===== config.mk =====
export PLATFORM = sky130hd
export DESIGN_NAME = pe_dual_weight
export DESIGN_NICKNAME = d
export VERILOG_FILES = /design/src/rtl/pe_dual_weight.sv
export SDC_FILE = /design/constraint.sdc
export NUM_CORES = 1
export LEC_CHECK = 0
export CAP_MARGIN = 20
export CORE_MARGIN = 4
export CORE_UTILIZATION = 53
export CTS_CLUSTER_SIZE = 20
export DETAILED_ROUTE_END_ITERATION = 10
export PLACE_DENSITY_LB_ADDON = 0.1
export SYNTH_ARGS = -nofsm -noshare
export SYNTH_HDL_FRONTEND = slang
export SYNTH_SLANG_ARGS = --single-unit
export TNS_END_PERCENT = 1

===== constraint.sdc =====
create_clock -name CLK -period 6.55 [get_ports CLK]
set_clock_uncertainty 0.15 [all_clocks]
set_input_delay 0.9825 -clock CLK [delete_from_list [all_inputs] [get_ports CLK]]
set_output_delay 0.9825 -clock CLK [all_outputs]
set_load 0.03 [all_outputs]

===== src/rtl/pe_dual_weight.sv =====
// rtl/pe_dual_weight.sv - weight-stationary systolic PE with double-buffered weights
// Shadow weight loads through a shift chain while active_w drives the MAC; SWAP_IN commits it.
module pe_dual_weight #(
  parameter int DATA_WIDTH = 8,
  parameter int ACC_WIDTH  = 32
) (
  input  logic                  CLK,
  input  logic                  ASYNC_RST,
  input  logic                  SYNC_RST,
  input  logic                  EN,
  input  logic                  SAT_EN,
  input  logic                  W_VALID_IN,
  input  logic [DATA_WIDTH-1:0] W_IN,
  output logic                  W_VALID_OUT,
  output logic [DATA_WIDTH-1:0] W_OUT,
  input  logic                  SWAP_IN,
  output logic                  SWAP_OUT,
  input  logic                  A_VALID_IN,
  input  logic [DATA_WIDTH-1:0] A_IN,
  output logic                  A_VALID_OUT,
  output logic [DATA_WIDTH-1:0] A_OUT,
  input  logic                  PSUM_VALID_IN,
  input  logic [ACC_WIDTH-1:0]  PSUM_IN,
  output logic                  PSUM_VALID_OUT,
  output logic [ACC_WIDTH-1:0]  PSUM_OUT,
  output logic                  OVF
);

  if (ACC_WIDTH < 2 * DATA_WIDTH) begin : g_width_check
    $error("pe_dual_weight: ACC_WIDTH must be >= 2*DATA_WIDTH");
  end

  logic [DATA_WIDTH-1:0]        shadow_w;
  logic                         shadow_full;
  logic [DATA_WIDTH-1:0]        active_w;

  logic signed [2*DATA_WIDTH-1:0] prod;
  logic signed [ACC_WIDTH:0]      psum_term;
  logic signed [ACC_WIDTH:0]      wide_sum;
  logic                           ovf_now;
  logic [ACC_WIDTH-1:0]           sat_val;
  logic [ACC_WIDTH-1:0]           mac_result;

  // One extra bit of headroom lets overflow show up as a sign disagreement.
  always_comb begin
    prod       = $signed(A_IN) * $signed(active_w);
    psum_term  = PSUM_VALID_IN ? (ACC_WIDTH+1)'($signed(PSUM_IN)) : '0;
    wide_sum   = (ACC_WIDTH+1)'(prod) + psum_term;
    ovf_now    = wide_sum[ACC_WIDTH] ^ wide_sum[ACC_WIDTH-1];
    sat_val    = wide_sum[ACC_WIDTH] ? {1'b1, {(ACC_WIDTH-1){1'b0}}}
                                     : {1'b0, {(ACC_WIDTH-1){1'b1}}};
    mac_result = (ovf_now && SAT_EN) ? sat_val : wide_sum[ACC_WIDTH-1:0];
  end

  always_ff @(posedge CLK or negedge ASYNC_RST) begin
    if (!ASYNC_RST) begin
      shadow_w       <= '0;
      shadow_full    <= 1'b0;
      active_w       <= '0;
      W_VALID_OUT    <= 1'b0;
      W_OUT          <= '0;
      SWAP_OUT       <= 1'b0;
      A_VALID_OUT    <= 1'b0;
      A_OUT          <= '0;
      PSUM_VALID_OUT <= 1'b0;
      PSUM_OUT       <= '0;
      OVF            <= 1'b0;
    end else if (SYNC_RST) begin
      shadow_w       <= '0;
      shadow_full    <= 1'b0;
      active_w       <= '0;
      W_VALID_OUT    <= 1'b0;
      W_OUT          <= '0;
      SWAP_OUT       <= 1'b0;
      A_VALID_OUT    <= 1'b0;
      A_OUT          <= '0;
      PSUM_VALID_OUT <= 1'b0;
      PSUM_OUT       <= '0;
      OVF            <= 1'b0;
    end else if (EN) begin
      SWAP_OUT    <= SWAP_IN;
      A_VALID_OUT <= A_VALID_IN;
      if (A_VALID_IN) A_OUT <= A_IN;

      // The word being displaced from the shadow travels on to the next PE.
      W_VALID_OUT <= W_VALID_IN & shadow_full;
      if (W_VALID_IN) begin
        W_OUT       <= shadow_w;
        shadow_w    <= W_IN;
        shadow_full <= 1'b1;
      end else if (SWAP_IN) begin
        shadow_full <= 1'b0;
      end
      if (SWAP_IN) active_w <= shadow_full ? shadow_w : '0;

      if (A_VALID_IN) begin
        PSUM_OUT       <= mac_result;
        PSUM_VALID_OUT <= 1'b1;
        if (ovf_now) OVF <= 1'b1;
      end else if (PSUM_VALID_IN) begin
        PSUM_OUT       <= PSUM_IN;
        PSUM_VALID_OUT <= 1'b1;
      end else begin
        PSUM_VALID_OUT <= 1'b0;
      end
    end
  end

endmodule


# Yosys cells after proc, flatten, opt, wreduce, memory -nomap -nowiden
# Index checks and enable logic that the tools add are counted.
# W data, S select, Z words.
# op_classes
add_sub_neg,1
multipliers,1
mux,38
bitwise,2
n_reduce_logical,14
# op_table
operator,count
$mux W32,6
$mux W8,13
$add A16 B33 Y33,1
$mux W33,1
$mux W1,18
$mul A8 B8 Y16,1
$reduce_and A2 Y1,5
$reduce_bool A2 Y1,5
$reduce_bool A3 Y1,2
$reduce_and A3 Y1,1
$and A1 B1 Y1,1
$logic_and A1 B1 Y1,1
$xor A1 B1 Y1,1
# totals
register_bits,70
inputBits,57
output_inout_bits,53
word_cells,67

# Longest topological paths before layout
# depth
word_depth,8
ltp_mapped,25
mapped_depth_nobuf,21

# Least setup slack after synthesis
# OpenSTA, ideal clock, no wires.
# synth_path
kind,input to register
startpoint,in A_IN[7]
endpoint,reg PSUM_OUT[29]
setup_time_ns,0.086
t_arrival_ns,7.490
t_required_ns,6.314
setup_slack_ns,-1.176
cell_stages,24
path_buffers,4
cell_sequence,clkbuf_1 > and2_1 > inv_1 > fa_1 > inv_1 > fa_1 > fa_1 > fa_1 > inv_1 > fa_1 > inv_1 > ha_1 > o211ai_1 > a21oi_1 > o31a_1 > o21ai_1 > a21oi_1 > or3_1 > and3_4 > buf_6 > or2_1 > buf_6 > buf_6 > a32oi_2
# synth_via
elab_chain_len,8
word_cells_on_any_way,9
cone_classes,add/sub (1); mul (1); mux (5); bitwise (1); reduce/logical (1)
# synth_lines
item,line,source
from (decl),19,"input logic [DATA_WIDTH-1:0] A_IN,"
$mul A8 B8 Y16 *,46,prod = $signed(A_IN) * $signed(active_w);
$add A16 B33 Y33 *,48,wide_sum = (ACC_WIDTH+1)'(prod) + psum_term;
$xor A1 B1 Y1,49,ovf_now = wide_sum[ACC_WIDTH] ^ wide_sum[ACC_WIDTH-1];
$logic_and A1 B1 Y1,52,mac_result = (ovf_now && SAT_EN) ? sat_val : wide_sum[ACC_WIDTH-1:0];
$mux W32 *,52,
$mux W32 *,96,if (A_VALID_IN) begin
$mux W32 *,80,end else if (EN) begin
$mux W32 *,68,end else if (SYNC_RST) begin
to (signal assigned),97,PSUM_OUT <= mac_result;
to (decl),25,"output logic [ACC_WIDTH-1:0] PSUM_OUT,"
# Every way passes the cells marked *; elsewhere a longest branch is shown, timed or not. The select of a mux whose other input is x is not followed.
# A chain may end at the register's enable or synchronous reset.

# Final worst setup path
# layout_path
startpoint,in PSUM_IN[29]
endpoint,reg PSUM_OUT[25]
# layout_via
elab_chain_len,8
word_cells_on_any_way,9
cone_classes,add/sub (1); mux (6); bitwise (1); reduce/logical (1)
# layout_lines
item,line,source
from (decl),23,"input logic [ACC_WIDTH-1:0] PSUM_IN,"
$mux W33 *,47,psum_term = PSUM_VALID_IN ? (ACC_WIDTH+1)'($signed(PSUM_IN)) : '0;
$add A16 B33 Y33 *,48,
$xor A1 B1 Y1,49,
$logic_and A1 B1 Y1,52,
$mux W32 *,52,
$mux W32 *,96,
$mux W32 *,80,
$mux W32 *,68,
# Marks and branches as above.

==> summary.md <==
| Metric | Value |
|---|---|
| Worst hold path type | flop to flop |
| Number of port buffers | 109 |
| Fin Hold WS | between 0.3 and 0.4 ns |
| Slew Limit Fails | 0 |
| Post-synth net total | 1238 |
| TNS Setup | 0 ns |
| Chip Height | 138 um |
| Area Overhead vs Synth | 33.7% |
| Cells after synthesis | 969 |
| Crit path to | PSUM_OUT[25] |
| CP max FO | 6 |
| Setup-failing EPs final | 0 |
| Register area share after synthesis | 19.4% |
| Share of cells above drive strength 1 | 19.2% |
| Total clock buffers created by CTS | 9 |
| First-pass GRT wire length | between 40 and 50 mm |
| Starting Density | 54.2% |
| Core Rows | 47 |
| Worst setup startpoint | PSUM_IN[29] |
| Status | complete, no violations |
| # fillers | between 1000 and 1500 |
| Final min period | 6.41 ns |
| Vias | 7823 |
| Delay of the slowest critical-path stage | 0.57 ns |
| CP Depth | 21 |
| Drt pass-1 iters | 6 |
| PD cells | 118 nW/um2 |
| Fin nets | 1465 |
| Worst skew pair latency | 0.35 ns |
| Critical path required time | 6.64 ns |
| Netlist cell types | 57 |
| Die width | 138 um |
| DRC | 0 |
| LEAKAGE | 6.05 nW |
| Worst vdd ir | 0.132 mV |
| Routed Antenna Nets | 0 |
| Avg Cell Area, Syn | just over 9 um2 |
| DPL Wire Length | around 22 mm |
| Final hold viol count | 0 |
| H-tree Lvls | 3 |
| CTS root buffer | clkbuf_16 |
| Routability congestion estimate | 0.951 |
| Tot GR Track Use | 28.5% |
| Initial antenna violation count | 0 |
| CP arrival | approximately 6.5 ns |
| # hold bufs at CTS | 0 |
| Reg-to-Reg Start | active_w[4] |
| Clk slew on worst S/H paths | 0.07 ns |
| Most used cell, CP | fa_1 |
| Top Ports | 110 |
| WP buf/inv | 5 |
| Register-to-register setup slack | 0.44 ns |
| Fmax achieved | 0.156 GHz |
| Slew @ Worst Pin | 0.972 ns |
| Worst reg2reg endpoint | PSUM_OUT[29] |
| Yosys warning count | 0 |
| Area of the core | 16600 um2 |
| Worst path cell trace | clkdlybuf4s50_1 -> and2_1 -> fa_1 -> inv_1 -> fa_1 -> fa_1 -> inv_1 -> fa_1 -> ha_1 -> ha_4 -> nand3_4 -> or4_1 -> o211ai_1 -> mux2i_1 -> nand4_2 -> buf_4 -> nand2_1 -> a21oi_4 -> buf_6 -> o31ai_1 -> nand3_1 |
| CP top delay family | adder cells |
| Clk sinks | 70 |
| EDFF count, synth | 0 |
| CTS max path bufs | 2 |
| CP max-delay cell | fa_1 |
| Die area | 19200 um2 |
| Diode count | 0 |
| DR iter-0 viols | 419 |
| Post-Route WL | 26.7 mm |
| Top FF cell, synth | dfrtp_1 |
| CTS tree | built |
| WL per Instance | 18.8 um |
| Ys async rst share | 100% |
| Average vias per placed instance | between 5 and 6 |
| Max cap viols | 0 |
| Kind of critical path | primary input to flop |
| FF+latch count, synth | 70 |
| R2R depth | 21 |
| Crit end category | flop |
| Crit path launch type | primary input |
| Pin count of the biggest net entering global routing | 71 |
| Max-slew headroom | 35.2% |
| Worst Hold Depth | 2 |
| Overflow after GRT | 0 |
| Fin crit share | 97.9% |
| Vias in the first global route | 8414 |
| Post-Syn Area | 9020 um2 |
-- logic make-up after synthesis --
| family | count (synthesis) | synth area share [%] |
|---|---|---|
| multiplexers | 2 | 0.222 |
| adder cells (fa/ha/maj) | 212 | 41.0 |
| AND/OR/NAND/NOR | 322 | 17.8 |
| XOR/XNOR | 27 | 2.62 |
| AO/OA/AOI/OAI | 182 | 12.3 |
| flip-flops | 70 | 19.4 |
| buffers and inverters | 154 | 6.70 |
-- report_power, final --
group          leakage [nW]  switching, mW  internal [mW]
registers             0.939         0.0191          0.458
clock network         0.136          0.230          0.265
logic                  4.98          0.247          0.200
-- final cells by class --
cell class,count,area (um2),area share (%)
clock buffers,9,225,1.87
clock inverters,7,63.8,0.529
inverters,104,398,3.30
multi-input cells,745,6960,57.7
flip-flops and latches,70,1750,14.5
well taps,220,275,2.28
repair buffers,266,2390,19.8
-- cell usage in the layout, fill, tap and decap left out, types with 14 or more instances in the layout --
master and instances:
a21oi_1 81, and2_1 56, and3_1 16, buf_4 146
clkdlybuf4s50_1 98, dfrtp_1 70, fa_1 137, ha_1 63
inv_1 98, nand2_1 117, nand3_1 32, nor2_1 34
nor3_1 17, o21ai_0 15, xor2_1 14
-- worst min-delay path: stages, from the launching register on --
cell     delay (ns)
dfrtp_1        0.35
nand2_1        0.05
nand3_1        0.06
-- registers in the layout, indices dropped and copies added, names as in the netlist --
| name | count |
|---|---|
| active_w | 8 |
| W_VALID_OUT | 1 |
| shadow_w | 8 |
| W_OUT | 8 |
| SWAP_OUT | 1 |
| PSUM_VALID_OUT | 1 |
| PSUM_OUT | 32 |
| A_VALID_OUT | 1 |
| shadow_full | 1 |
| A_OUT | 8 |
| OVF | 1 |
-- worst min-delay path by stage --
stage            startpoint  slack [ns]            to
2_1_floorplan   shadow_w[0]        0.36      W_OUT[0]
3_3_place_gp   PSUM_OUT[15]        0.31  PSUM_OUT[15]
3_5_place_dp   PSUM_OUT[17]        0.32  PSUM_OUT[17]
4_1_cts         PSUM_OUT[9]        0.34   PSUM_OUT[9]
5_1_grt         PSUM_OUT[9]        0.37   PSUM_OUT[9]
6_report       PSUM_OUT[25]        0.34  PSUM_OUT[25]
-- layer usage --
layer | wire length (um) | vias to the layer above | share of wire (%) | global-route usage [%]
met5 | 0 | - | 0 | 0
met4 | 842 | 0 | 3.2 | 9.41
met3 | 1310 | 39 | 4.9 | 3.94
met2 | 13500 | 231 | 50 | 49.2
met1 | 11100 | 3887 | 41 | 37.3
li1 | - | 3666 | - | -
-- what timing repair did --
| item | 4_1_cts | 5_1_grt |
|---|---|---|
| endpoints found under the setup margin | 33 | 31 |
| gates resized for setup | 24 | 28 |
| buffers inserted | 3 | 2 |
| pin swaps | 6 | 11 |
-- cells in the mapped netlist, drive strengths merged, types with 2 or more instances --
cell type  count  area [um2]
xnor2         13         114
fa           140        2800
o22ai          9        56.3
dfrtp         70        1750
clkbuf        44         166
nor3b          4        30.0
a211oi         3        22.5
or3            3        18.8
nor2          37         144
or2            2        12.5
nand2        117         439
inv          103         387
ha            72         901
buf            6        47.5
o21ai         24         120
mux2i          2        20.0
o21bai         2        15.0
and2          59         369
a2111oi        2        17.5
nand3         33         165
o31ai          8        60.1
a41o           2        20.0
a21oi         85         425
a21o          11        82.6
nand4          2        25.0
xor2          14         123
nand2b        12        75.1
o21a           5        37.5
nor3          20         100
and3          18         119
o211ai         6        45.0
a32oi          4        42.6
a31oi         11        68.8
nor2b         12        75.1
-- stage by stage --
stage          util (%)  cell area [um2]  instances  total power [mW]  setup WS [ns]
2_1_floorplan         -             9180        969             0.715         -0.121
3_3_place_gp       69.5            11600       1400             0.912         -0.692
3_5_place_dp       69.5            11600       1400             0.919         -0.765
4_1_cts            71.7            11900       1419              1.42         0.0176
5_1_grt            72.5            12100       1421              1.48        -0.0371
6_report           72.5            12100       1421              1.42          0.140
No activity file was read; power rests on OpenSTA's default activity.
